### config.mk
export PLATFORM = sky130hd
export DESIGN_NAME = distributed_fifo_shift_lvl_flat
export DESIGN_NICKNAME = d
export VERILOG_FILES = /design/src/rtl/distributed_fifo_shift_lvl_pkg.sv /design/src/rtl/distributed_fifo_shift_lvl_if.sv /design/src/rtl/distributed_fifo_shift_lvl.sv /design/src/flat_wrapper.sv
export SDC_FILE = /design/constraint.sdc
export NUM_CORES = 1
export LEC_CHECK = 0
export CAP_MARGIN = 20
export CELL_PAD_IN_SITES_DETAIL_PLACEMENT = 1
export CELL_PAD_IN_SITES_GLOBAL_PLACEMENT = 1
export CORE_ASPECT_RATIO = 0.7
export CORE_MARGIN = 3
export CORE_UTILIZATION = 50
export DETAILED_ROUTE_END_ITERATION = 12
export PLACE_DENSITY = 0.83
export SETUP_SLACK_MARGIN = 0.4
export SYNTH_ARGS = -nofsm -noshare
export SYNTH_HDL_FRONTEND = slang
export SYNTH_SLANG_ARGS = --single-unit
export TNS_END_PERCENT = 50
### constraint.sdc
create_clock -name fi_clk -period 29.1 [get_ports fi_clk]
set_clock_uncertainty 0.15 [all_clocks]
set_input_delay 5.82 -clock fi_clk [delete_from_list [all_inputs] [get_ports fi_clk]]
set_output_delay 5.82 -clock fi_clk [all_outputs]
set_load 0.01 [all_outputs]
### src/rtl/distributed_fifo_shift_lvl_pkg.sv
// Shared types and helpers for the level-tracking shift FIFO.
package distributed_fifo_shift_lvl_pkg;

    // Per-cycle action applied to the occupancy counter.
    typedef enum logic [1:0] {
        LvlHold,
        LvlInc,
        LvlDec,
        LvlClr
    } lvl_op_e;

    // A threshold is usable when it lies within 0..depth.
    function automatic bit thresh_ok(int unsigned depth, int unsigned num);
        return num <= depth;
    endfunction

endpackage

### src/rtl/distributed_fifo_shift_lvl_if.sv
// Stream, control and status bundle of the level-tracking shift FIFO.
interface distributed_fifo_shift_lvl_if #(
    parameter int unsigned WIDTH  = 16,
    parameter int unsigned AWIDTH = 5
);
    logic              fi_stb;
    logic [WIDTH-1:0]  fi_dat;
    logic              fi_flush;
    logic              fi_err_clr;
    logic              fi_busy;
    logic              fi_full;
    logic              fi_aempty;
    logic              fi_empty;
    logic [AWIDTH:0]   fi_level;
    logic              fi_err_ovf;
    logic              fi_err_udf;
    logic              fo_stb;
    logic              fo_ack;
    logic [WIDTH-1:0]  fo_dat;

    // Producer/consumer side.
    modport master (
        output fi_stb, fi_dat, fi_flush, fi_err_clr, fo_ack,
        input  fi_busy, fi_full, fi_aempty, fi_empty, fi_level,
        input  fi_err_ovf, fi_err_udf, fo_stb, fo_dat
    );

    // FIFO side.
    modport slave (
        input  fi_stb, fi_dat, fi_flush, fi_err_clr, fo_ack,
        output fi_busy, fi_full, fi_aempty, fi_empty, fi_level,
        output fi_err_ovf, fi_err_udf, fo_stb, fo_dat
    );
endinterface

### src/rtl/distributed_fifo_shift_lvl.sv
// Shift-register FIFO with exact occupancy, almost-full/empty thresholds,
// synchronous flush and sticky overflow/underflow flags.
module distributed_fifo_shift_lvl
    import distributed_fifo_shift_lvl_pkg::*;
#(
    parameter int unsigned WIDTH      = 16,
    parameter int unsigned AWIDTH     = 5,
    parameter int unsigned BUSY_NUM   = 6,
    parameter int unsigned AEMPTY_NUM = 2
) (
    input logic                          fi_clk,
    input logic                          fi_rst_n,
    distributed_fifo_shift_lvl_if.slave  bus
);
    localparam int unsigned DEPTH = 2 ** AWIDTH;
    localparam logic [AWIDTH:0] LvlFull  = (AWIDTH + 1)'(DEPTH);
    localparam logic [AWIDTH:0] BusyThr  = (AWIDTH + 1)'(DEPTH - BUSY_NUM);
    localparam logic [AWIDTH:0] AemptyThr = (AWIDTH + 1)'(AEMPTY_NUM);

    // Out-of-range thresholds would make the status decodes meaningless.
    if (!thresh_ok(DEPTH, BUSY_NUM) || !thresh_ok(DEPTH, AEMPTY_NUM)) begin : g_bad_thresh
        $error("BUSY_NUM and AEMPTY_NUM must lie within 0..DEPTH");
    end

    logic [WIDTH-1:0]  r_sh [DEPTH];
    logic [AWIDTH:0]   r_level;
    logic [AWIDTH:0]   w_level_nxt;
    logic              r_err_ovf;
    logic              r_err_udf;
    logic [AWIDTH-1:0] w_rd_idx;
    logic              w_empty;
    logic              w_full;
    logic              w_pop;
    logic              w_push;
    logic              w_set_ovf;
    logic              w_set_udf;
    lvl_op_e           w_op;

    assign w_empty   = (r_level == '0);
    assign w_full    = (r_level == LvlFull);
    assign w_pop     = bus.fo_ack & ~w_empty;
    // Pushing into a full FIFO is fine when the same cycle pops a word out.
    assign w_push    = bus.fi_stb & (~w_full | w_pop);
    assign w_set_ovf = bus.fi_stb & w_full & ~w_pop & ~bus.fi_flush;
    assign w_set_udf = bus.fo_ack & w_empty & ~bus.fi_flush;

    // Shift array: new word enters at sh[0], oldest sits at sh[level-1].
    always_ff @(posedge fi_clk) begin
        if (w_push) begin
            r_sh[0] <= bus.fi_dat;
            for (int i = 1; i < int'(DEPTH); i++) begin
                r_sh[i] <= r_sh[i-1];
            end
        end
    end

    // Decode the counter action; flush overrides any push/pop.
    always_comb begin
        w_op = LvlHold;
        if (bus.fi_flush) begin
            w_op = LvlClr;
        end else if (w_push && !w_pop) begin
            w_op = LvlInc;
        end else if (w_pop && !w_push) begin
            w_op = LvlDec;
        end
    end

    // Next occupancy from the decoded action.
    always_comb begin
        w_level_nxt = r_level;
        unique case (w_op)
            LvlInc:  w_level_nxt = r_level + 1'b1;
            LvlDec:  w_level_nxt = r_level - 1'b1;
            LvlClr:  w_level_nxt = '0;
            default: w_level_nxt = r_level;
        endcase
    end

    // Occupancy and sticky error flags; a set in the clear cycle wins.
    always_ff @(posedge fi_clk) begin
        if (!fi_rst_n) begin
            r_level   <= '0;
            r_err_ovf <= 1'b0;
            r_err_udf <= 1'b0;
        end else begin
            r_level   <= w_level_nxt;
            r_err_ovf <= w_set_ovf | (r_err_ovf & ~bus.fi_err_clr);
            r_err_udf <= w_set_udf | (r_err_udf & ~bus.fi_err_clr);
        end
    end

    // Wraps to DEPTH-1 when empty, where the output is don't-care anyway.
    assign w_rd_idx = AWIDTH'(r_level - 1'b1);

    assign bus.fo_dat     = r_sh[w_rd_idx];
    assign bus.fo_stb     = ~w_empty;
    assign bus.fi_empty   = w_empty;
    assign bus.fi_full    = w_full;
    assign bus.fi_busy    = (r_level >= BusyThr);
    assign bus.fi_aempty  = (r_level <= AemptyThr);
    assign bus.fi_level   = r_level;
    assign bus.fi_err_ovf = r_err_ovf;
    assign bus.fi_err_udf = r_err_udf;

endmodule

### src/flat_wrapper.sv
// flat-port wrapper written by rule: the top's interface ports become plain ports
module distributed_fifo_shift_lvl_flat import distributed_fifo_shift_lvl_pkg::*;
#(
    parameter int unsigned WIDTH      = 16,
    parameter int unsigned AWIDTH     = 5,
    parameter int unsigned BUSY_NUM   = 6,
    parameter int unsigned AEMPTY_NUM = 2
)
  (fi_clk, fi_rst_n, bus_fi_stb, bus_fi_dat, bus_fi_flush, bus_fi_err_clr, bus_fo_ack, bus_fi_busy, bus_fi_full, bus_fi_aempty, bus_fi_empty, bus_fi_level, bus_fi_err_ovf, bus_fi_err_udf, bus_fo_stb, bus_fo_dat);
  distributed_fifo_shift_lvl_if #(.WIDTH(WIDTH), .AWIDTH(AWIDTH)) bus_i ();
  input logic fi_clk;
  input logic fi_rst_n;
  input wire logic [$bits(bus_i.fi_stb)-1:0] bus_fi_stb;
  input wire logic [$bits(bus_i.fi_dat)-1:0] bus_fi_dat;
  input wire logic [$bits(bus_i.fi_flush)-1:0] bus_fi_flush;
  input wire logic [$bits(bus_i.fi_err_clr)-1:0] bus_fi_err_clr;
  input wire logic [$bits(bus_i.fo_ack)-1:0] bus_fo_ack;
  output wire logic [$bits(bus_i.fi_busy)-1:0] bus_fi_busy;
  output wire logic [$bits(bus_i.fi_full)-1:0] bus_fi_full;
  output wire logic [$bits(bus_i.fi_aempty)-1:0] bus_fi_aempty;
  output wire logic [$bits(bus_i.fi_empty)-1:0] bus_fi_empty;
  output wire logic [$bits(bus_i.fi_level)-1:0] bus_fi_level;
  output wire logic [$bits(bus_i.fi_err_ovf)-1:0] bus_fi_err_ovf;
  output wire logic [$bits(bus_i.fi_err_udf)-1:0] bus_fi_err_udf;
  output wire logic [$bits(bus_i.fo_stb)-1:0] bus_fo_stb;
  output wire logic [$bits(bus_i.fo_dat)-1:0] bus_fo_dat;
  assign bus_i.fi_stb = bus_fi_stb;
  assign bus_i.fi_dat = bus_fi_dat;
  assign bus_i.fi_flush = bus_fi_flush;
  assign bus_i.fi_err_clr = bus_fi_err_clr;
  assign bus_i.fo_ack = bus_fo_ack;
  assign bus_fi_busy = bus_i.fi_busy;
  assign bus_fi_full = bus_i.fi_full;
  assign bus_fi_aempty = bus_i.fi_aempty;
  assign bus_fi_empty = bus_i.fi_empty;
  assign bus_fi_level = bus_i.fi_level;
  assign bus_fi_err_ovf = bus_i.fi_err_ovf;
  assign bus_fi_err_udf = bus_i.fi_err_udf;
  assign bus_fo_stb = bus_i.fo_stb;
  assign bus_fo_dat = bus_i.fo_dat;
  distributed_fifo_shift_lvl #(.WIDTH(WIDTH), .AWIDTH(AWIDTH), .BUSY_NUM(BUSY_NUM), .AEMPTY_NUM(AEMPTY_NUM)) u_core (.fi_clk(fi_clk), .fi_rst_n(fi_rst_n), .bus(bus_i));
endmodule
==> flow_metrics.py <==
metrics = {
    "grt": {
        "antenna_found_initial": 0,
        "grt_usage_pct": 19.12,
        "grt_max_degree": 196,
        "grt-ovfl-total": 0,
        "grt_pass1_vias": 9905,
        "grt_first_pass_wirelength_mm": 62.55,
    },
    "cells_and_area": {
        "drive_above_1_share_pct": 23.91,
        "syn2layout_area_growth_pct": 12.55,
        "antenna_cells": 0,
        "fin_nets": 996,
        "final_area_sq_mm": 0.02299,
    },
    "sta": {
        "tns_ns": 0,
        "period_minus_slack_ns": 11.07,
        "drv_slew": 0,
        "fin_crit_sh_pct": 38.05,
        "finalSetupViolCount": 0,
        "fmax_ghz": 0.09031,
        "slew_headroom_pct": 28.28,
        "hold_violations": 0,
        "rsz0062_at_grt": "no",
        "worst_pin_slew_ns": 1.076,
    },
    "setup_path": {
        "startpoint": "u_core.bus.fi_level[0]",
        "critical_path.n_buffers_inverters": 4,
        "critPathMaxStageDelay_ns": 0.93,
        "cp.required_ns": 23.13,
        "worstSetupEndpointType": "primary output",
        "cp.arrival_ns": 5.10,
        "crit_family": "buffers and inverters",
        "critPathKind": "reg -> out",
        "crit_fanout": 48,
        "crit_top_cell": "buf_4",
        "cp_slowest_cell": "dfxtp_4",
        "r2r-start": "u_core.bus.fi_level[0]",
        "crit_chain": "inv_1, ha_1, xor2_4, buf_4, buf_4, nand2_1, a32o_1, a221oi_2, clkdlybuf4s50_1",
        "startpoint_type": "flop",
    },
    "routing": {
        "avgRoutedWirePerCell_microns": 26.20,
        "dr.pass1.iters": 5,
        "drt_wl_total_mm": 40.42,
        "ant_nets": 0,
        "route.vias.total": 9388,
        "drt-vias-per-instance": 6.084,
        "drt_iter0_drc": 1051,
        "route.detailed.drc": 0,
    },
    "clocking": {
        "h-tree-depth": 2,
        "cts_resized": 0,
        "cts_sinks": 520,
        "cts_tree": "built",
        "insertion_delay_ns": 0.57,
        "cts_root_buf": "clkbuf_16",
        "post-cts-setup-buffers": 0,
        "cts_made_buffers": 49,
        "clk_pin_slew_ns": 0.06,
        "ctsHoldBuffers": 0,
        "clockBufferDepth": 3,
    },
    "job": {
        "cap_violations": 0,
    },
    "pwr": {
        "pwr-share-seq_pct": 50.5,
        "power_density_mw_per_mm2": 80.58,
        "swShare_pct": 25.46,
        "p_int_uw": 1381,
        "clock_power_share_pct": 33.1,
        "peakVddDrop_v": 0.00004335,
        "netSwitchingPower_uw": 471.6,
        "power.leakage_uw": 0.007596,
        "combPwrFrac_pct": 16.4,
    },
    "yosys": {
        "synth_edf_count": 512,
        "synth_area_leaders": "edfxtp_1 (75%), mux4_2 (14%), mux2i_1 (2.4%)",
        "avgSynthCellArea_sq_um": 22.67,
        "yosysWarnings": 0,
        "synthFlopType": "edfxtp_1",
        "ys_seq_elements": 520,
        "async_flop_share_pct": 0,
        "ys_seq_area_share_pct": 76.06,
        "syn_area_sq_mm": 0.02043,
        "yosysTopAreaCellShare_pct": 75.27,
        "syn_nets": 927,
        "yosysTopAreaCell": "edfxtp_1",
        "yosys.cell_types.count": 51,
        "synth_most_common_cell": "edfxtp_1",
        "synth_commonest_cells": "edfxtp_1 (512), mux4_2 (128), mux2i_1 (49)",
        "syn-instance-count": 901,
    },
    "place": {
        "hpwl_mm": 23.75,
        "postPlaceCellArea_sq_mm": 0.02144,
        "gp_congestion": 0.7523,
        "port_buffers": 50,
    },
    "die": {
        "pin_count": 51,
        "die-area_sq_mm": 0.04335,
        "die_height_microns": 175.1,
        "core_area_sq_mm": 0.03999,
        "die_width_microns": 247.6,
        "num_rows": 61,
        "start_util_pct": 51.07,
    },
    "status": {
        "outcome": "complete, no violations",
    },
    "hold_path": {
        "min_from": "u_core.r_sh[12][9]",
        "hold_class": "reg -> reg",
    },
}
==> routing by layer <==
metal  global-route usage [%]  vias to the layer above  wire length, microns
li1                         -                     3969                     -
met1                    28.27                     4984                 17400
met2                    29.48                      368                 19210
met3                    3.850                       67                  2811
met4                    5.272                        0                   994
met5                        0                        -                     0
==> final cells by class <==
class / count / area, sq um
fillers: 3372 / 17010
well taps: 535 / 669.4
repair buffers: 65 / 645.6
inverters: 10 / 37.54
clock buffers: 56 / 1252
flip-flops and latches: 520 / 15540
clock inverters: 33 / 272.8
multi-input cells: 324 / 4572
==> cells in the final DEF (no fill, tap or decap), types with 2 or more instances in the layout <==
cell and count:
clkinv_4 2, a32o_1 16, nor2b_1 3, a21oi_1 11, o21a_1 2, o32ai_4 2
clkdlybuf4s50_1 50, nor3b_1 2, mux4_2 128, a31oi_1 2, clkbuf_1 7, a211oi_1 3
o21ai_0 3, ha_1 3, nor2_4 2, and3_1 3, bufinv_16 4, inv_6 2
dfxtp_1 7, nor3_1 2, buf_4 13, a221oi_2 14, clkinv_1 15, a221oi_1 2
xnor2_1 2, clkinv_2 7, o21ai_1 2, nor2_1 8, nand2b_1 3, mux2i_1 49
clkinvlp_4 2, clkbuf_16 49, inv_1 9, edfxtp_1 512, nand3_1 3, nand2_1 38
==> cell families after synthesis <==
family,count (synthesis),synth area share [%]
compound gates,66,3.179
xor+xnor,5,0.3982
fa+ha+maj,4,0.2450
buf+inv,57,1.770
flops,520,76.06
mux,178,16.58
simple gates,71,1.770
==> through the flow <==
stage	std cells	utilization [%]	setup slack [ns]	total power (uW)	hold slack (ns)
CTS	1542	57.41	17.90	1869	0.2942
floorplan	901	-	8.926	1154	0.2707
detailed placement	1453	53.60	18.60	1252	0.2820
finish	1543	57.48	18.03	1852	0.2903
global placement	1453	53.60	18.67	1234	0.2738
global route	1543	57.48	17.66	1925	0.3051
==> flip-flops by register name, indices dropped and copies added (netlist names) <==
name,cells
u_core.r_sh,512
u_core.bus.fi_err_udf,1
u_core.bus.fi_err_ovf,1
u_core.bus.fi_level,6
==> power by group through the flow <==
stage,registers (uW),logic (uW),clock network (uW)
global placement,940,294,0
CTS,935,307,627
finish,935,304,613
global route,942,322,662
floorplan,949,205,0
detailed placement,949,302,0
==> path summary, 6_finish.rpt <==
kind / to / slack [ns] / cells after the start
worst max-delay path: bus_fo_dat[3] / 18.03 / 9
worst min-delay path: u_core.r_sh[13][9] / 0.29 / 0
worst max register to register: u_core.r_sh[24][3] / 24.47 / 9
worst min register to register: u_core.r_sh[13][9] / 0.29 / 0
Power figures use the tool's default switching activity.
